`src/rtl/boe_result_collector.sv`:
```
// rtl/boe_result_collector.sv - collects one BOE result frame (max, sum, values) into a report; BOE_RESULT_CHECK_EN builds stream checks
module boe_result_collector #(
   parameter int DW   = 8,
   parameter int RW   = 11,
   parameter int MAXN = 6
) (
   input  logic          clk,
   input  logic          rst_n,
   input  logic          start,
   input  logic [2:0]    frame_num,
   input  logic          res_valid,
   input  logic [RW-1:0] res_data,
   output logic          busy,
   output logic          rpt_valid,
   input  logic          rpt_ready,
   output logic [DW-1:0] rpt_max,
   output logic [RW-1:0] rpt_sum,
   output logic [DW-1:0] rpt_min,
   output logic [2:0]    rpt_num,
   output logic [2:0]    rpt_err
);

   typedef enum logic [2:0] {
      S_IDLE    = 3'd0,
      S_CAP_MAX = 3'd1,
      S_CAP_SUM = 3'd2,
      S_CAP_VAL = 3'd3,
      S_REPORT  = 3'd4
   } state_t;

   localparam logic [2:0] MAXN_L = 3'(MAXN);

   state_t        state_q, state_d;
   logic [DW-1:0] max_q, max_d;
   logic [RW-1:0] sum_q, sum_d;
   logic [DW-1:0] min_q, min_d;
   logic [2:0]    num_q, num_d;
   logic [2:0]    idx_q, idx_d;
   logic          rpt_valid_q, rpt_valid_d;

   logic [DW-1:0] val;
   logic          last_val;
   logic [2:0]    num_clamped;

   assign val         = res_data[DW-1:0];
   assign last_val    = (idx_q == (num_q - 3'd1));
   assign num_clamped = (frame_num > MAXN_L) ? MAXN_L : frame_num;

`ifdef BOE_RESULT_CHECK_EN
   logic [RW-1:0] acc_q, acc_d;
   logic [DW-1:0] prev_q, prev_d;
   logic [2:0]    err_q, err_d;
   logic [RW-1:0] acc_nx;

   // running sum including the word on the bus, wraps mod 2^RW
   assign acc_nx = acc_q + RW'(val);
`endif

   // next-state and capture logic for the frame walk
   always_comb begin
      state_d     = state_q;
      max_d       = max_q;
      sum_d       = sum_q;
      min_d       = min_q;
      num_d       = num_q;
      idx_d       = idx_q;
      rpt_valid_d = rpt_valid_q;
`ifdef BOE_RESULT_CHECK_EN
      acc_d       = acc_q;
      prev_d      = prev_q;
      err_d       = err_q;
`endif
      case (state_q)
         S_IDLE: begin
            if (start && (frame_num != 3'd0)) begin
               num_d   = num_clamped;
               state_d = S_CAP_MAX;
`ifdef BOE_RESULT_CHECK_EN
               err_d   = 3'b000;
`endif
            end
         end
         S_CAP_MAX: begin
            if (res_valid) begin
               max_d   = val;
               state_d = S_CAP_SUM;
            end
         end
         S_CAP_SUM: begin
            if (res_valid) begin
               sum_d   = res_data;
               idx_d   = 3'd0;
               state_d = S_CAP_VAL;
`ifdef BOE_RESULT_CHECK_EN
               acc_d   = '0;
`endif
            end
         end
         S_CAP_VAL: begin
            if (res_valid) begin
               idx_d = idx_q + 3'd1;
               min_d = val;
`ifdef BOE_RESULT_CHECK_EN
               acc_d  = acc_nx;
               prev_d = val;
               // first value must repeat the max word
               if ((idx_q == 3'd0) && (val != max_q)) begin
                  err_d[0] = 1'b1;
               end
               // descending order and no bits above the item width
               if ((idx_q != 3'd0) && (val > prev_q)) begin
                  err_d[2] = 1'b1;
               end
               if (res_data[RW-1:DW] != '0) begin
                  err_d[2] = 1'b1;
               end
               if (last_val && (acc_nx != sum_q)) begin
                  err_d[1] = 1'b1;
               end
`endif
               if (last_val) begin
                  state_d     = S_REPORT;
                  rpt_valid_d = 1'b1;
               end
            end
         end
         S_REPORT: begin
            // extra result words and start are ignored until the report is taken
            if (rpt_ready) begin
               state_d     = S_IDLE;
               rpt_valid_d = 1'b0;
            end
         end
         default: begin
            state_d     = S_IDLE;
            rpt_valid_d = 1'b0;
         end
      endcase
   end

   // state and capture registers, synchronous active-low reset
   always_ff @(posedge clk) begin
      if (!rst_n) begin
         state_q     <= S_IDLE;
         max_q       <= '0;
         sum_q       <= '0;
         min_q       <= '0;
         num_q       <= '0;
         idx_q       <= '0;
         rpt_valid_q <= 1'b0;
`ifdef BOE_RESULT_CHECK_EN
         acc_q       <= '0;
         prev_q      <= '0;
         err_q       <= '0;
`endif
      end else begin
         state_q     <= state_d;
         max_q       <= max_d;
         sum_q       <= sum_d;
         min_q       <= min_d;
         num_q       <= num_d;
         idx_q       <= idx_d;
         rpt_valid_q <= rpt_valid_d;
`ifdef BOE_RESULT_CHECK_EN
         acc_q       <= acc_d;
         prev_q      <= prev_d;
         err_q       <= err_d;
`endif
      end
   end

   assign busy      = (state_q != S_IDLE);
   assign rpt_valid = rpt_valid_q;
   assign rpt_max   = max_q;
   assign rpt_sum   = sum_q;
   assign rpt_min   = min_q;
   assign rpt_num   = num_q;
`ifdef BOE_RESULT_CHECK_EN
   assign rpt_err   = err_q;
`else
   assign rpt_err   = 3'b000;
`endif

endmodule

```
`config.mk`:
```
export PLATFORM = sky130hd
export DESIGN_NAME = boe_result_collector
export DESIGN_NICKNAME = d
export VERILOG_FILES = /design/src/rtl/boe_result_collector.sv
export SDC_FILE = /design/constraint.sdc
export NUM_CORES = 1
export LEC_CHECK = 0
export ABC_AREA = 1
export ABC_CLOCK_PERIOD_IN_PS = 2200
export CORE_ASPECT_RATIO = 0.75
export CORE_MARGIN = 2
export CORE_UTILIZATION = 28
export DETAILED_ROUTE_END_ITERATION = 16
export PLACE_DENSITY_LB_ADDON = 0.1
export SLEW_MARGIN = 20
export SYNTH_ARGS = -nofsm -noshare
export SYNTH_HDL_FRONTEND = slang
export SYNTH_SLANG_ARGS = --single-unit
```
`constraint.sdc`:
```
create_clock -name clk -period 2.2 [get_ports clk]
set_input_delay 0.44 -clock clk [delete_from_list [all_inputs] [get_ports clk]]
set_output_delay 0.44 -clock clk [all_outputs]
set_load 0.02 [all_outputs]
```
==> results of run 1 <==
-- routing by layer --
| layer | vias up | track usage (%) |
|---|---|---|
| li1 | 783 | - |
| met1 | 622 | 18.7 |
| met2 | 31 | 18.2 |
| met3 | 5 | 4.34 |
| met4 | 0 | 6.16 |
| met5 | - | 0 |
-- sequential cells by signal, summed over array words and instances (netlist names) --
name,count
rpt_sum,11
rpt_max,8
rpt_min,8
idx_q,3
rpt_num,3
state_q,3
rpt_valid,1
-- through the flow --
step,utilization [%],power [mW],worst slack (ns)
finish,42.3,2.35,0.190
global route,42.3,2.52,0.102
CTS,42.3,2.39,0.158
detailed placement,40.1,1.75,0.410
global placement,40.1,1.76,0.421
floorplan,-,1.39,0.719
-- layout make-up --
| cell class | count | share of cell area (%) |
|---|---|---|
| timing repair buffer | 55 | 24.0 |
| inverter | 33 | 5.52 |
| clock inverter | 2 | 1.67 |
| sequential | 37 | 33.0 |
| multi-input combinational | 138 | 27.9 |
| tap | 75 | 4.19 |
| clock buffer | 6 | 3.68 |
-- logic make-up after synthesis --
group | count (synthesis) | synth area share (%)
compound gates | 55 | 18.5
fa+ha+maj | 2 | 1.64
buf+inv | 42 | 11.2
flops | 37 | 48.4
other cells | 1 | 0.245
simple gates | 78 | 20.0
-- path summary, 6_finish.rpt --
check,cells past startpoint,to
worst max-delay path,3,busy
worst min-delay path,2,rpt_sum[7]
worst max register to register,12,state_q[0]
worst min register to register,2,rpt_sum[7]
-- critical path, cell delays in order (launching register included) --
cell	delay [ns]
dfxtp_1	0.33
nor2_1	0.24
nand2_1	0.15
clkdlybuf4s50_1	0.57
-- power by group --
part,leakage (nW),switching (mW),total (mW),internal [mW]
logic,0.521,0.500,0.869,0.368
clock network,0.0574,0.249,0.617,0.369
registers,0.301,0.0728,0.866,0.793
-- cell usage after synthesis (all sizes together) (2+ instances only) --
library cell	instances
a211oi	2
a21oi	27
buf	6
clkbuf	3
dfxtp	37
ha	2
inv	32
nand2	40
nand3	9
nor2	29
o21ai	25
==> impl_metrics.csv, run 1 <==
group,metric,value,unit
synth,netlist_area,1530,um^2
cts,clock_path_buffers,2,
timing,rsz0062_at_grt,"no",
final_layout,layout-drive-gt1-share,5.17,%
synth,syn_area_per_cell,7.12,um^2
placed_design,placed_cell_area,2120,um^2
cts,htreeDepth,2,
drt,route.met2.wl,1520,um
final_layout,final_cells,346,
drt,highest_layer,"met4",
final_layout,final_nets,291,
cts,cts_root_buffer,"clkbuf_8",
timing,max_freq,0.498,GHz
power_and_ir_drop,leakage,0.879,nW
synth,synthArstFlopShare,0,%
drt,drc,0,
synth,synth_edf_count,0,
timing,post-route-period-util,91.4,%
cts,cts-resized-gates,0,
worst_hold_path,min_from,"rpt_sum[7]",
cts,clk_pin_slew,0.08,ns
floorplanning,io_pins,54,
final_layout,fill_cells,567,
final_layout,final_common_cell,"clkdlybuf4s50_1",
floorplanning,dieArea,6080,um^2
final_layout,area_delta_synth_final,46.5,%
timing,setup_viol,0,
grt,antenna_found_initial,0,
floorplanning,die_width,89.4,um
critical_path,cp-end-kind,"output port",
final_layout,layout_common_cells,"clkdlybuf4s50_1, nand2_1, dfxtp_1",
synth,synth_area_leaders,"dfxtp_1, nand2_1, a21oi_1",
synth,yosysWarnings,0,
drt,first_pass_iters,4,
drt,wire_per_inst,10.9,um
power_and_ir_drop,max-vdd-ir-drop,0.000340,V
critical_path,start_kind,"register",
grt,grt_first_pass_wirelength,6050,um
run,drv_cap,0,
worst_hold_path,min_path_type,"reg -> reg",
floorplanning,die_h,68.0,um
cts,insertion_delay,0.29,ns
timing,period_needed,2.01,ns
drt,first_iter_violations,63,
drt,vias,1441,
timing,final.setup_skew,0.00571,ns
cts,ctsHoldBuffers,0,
timing,report.final.slew_viol_count,0,
grt,grt_max_degree,26,
cts,clock-sinks,37,
timing,hold_viol,0,
critical_path,rr_startpoint,"rpt_num[0]",
synth,ys_types,17,
drt,postRouteWirelength,3770,um
placed_design,io_buffers,50,
critical_path,startpoint,"state_q[2]",
floorplanning,rows,23,
cts,cts_setup_buffers,0,
drt,drt-met1-wl,1970,um
critical_path,path_class,"reg -> out",
drt,dr_wl_met3,212,um
run_status,status,"finished clean",
final_layout,design_area,2240,um^2
critical_path,worst_ep_required_time,1.76,ns
synth,synth_top_area_cell,"dfxtp_1",
grt,overflow,0,
timing,whs,0.445,ns
critical_path,crit_arrival,1.57,ns
synth,syn_inst,215,
grt,grt.total_usage,13.3,%
drt,vias_per_cell,4.16,
timing,fin_tns_setup,0,ns
drt,antenna_left,0,
critical_path,r2r_setup_slack,0.65,ns
synth,synth_ff_type,"dfxtp_1",
critical_path,critPathMaxFanout,4,
cts,cts_tree,"built",
placed_design,place_congestion,0.852,
cts,numCtsBuffers,5,
synth,synth.top_cell.area_share,48.4,%
final_layout,multi_input_area,626,um^2
grt,grt_pass1_vias,1253,
synth,ys_ff_latch,37,
placed_design,placed_cells,338,
floorplanning,core,5300,um^2
placed_design,hpwl,2720,um
floorplanning,initial_core_util,28.9,%
final_layout,seqCellArea,741,um^2
final_layout,antenna_cells,0,
power_and_ir_drop,p_per_area,1050,nW/um^2
synth,ys_seq_area_share,48.4,%
(Power assumes the default switching activity.)
==> run 2: changes to the inputs <==
--- a/config.mk
+++ b/config.mk
@@ -12,7 +12,6 @@
 export CORE_UTILIZATION = 28
 export DETAILED_ROUTE_END_ITERATION = 16
 export PLACE_DENSITY_LB_ADDON = 0.1
-export SLEW_MARGIN = 20
 export SYNTH_ARGS = -nofsm -noshare
 export SYNTH_HDL_FRONTEND = slang
 export SYNTH_SLANG_ARGS = --single-unit
==> results of run 2 <==
Final layout, timing and power as in run 1 (identical DEF).
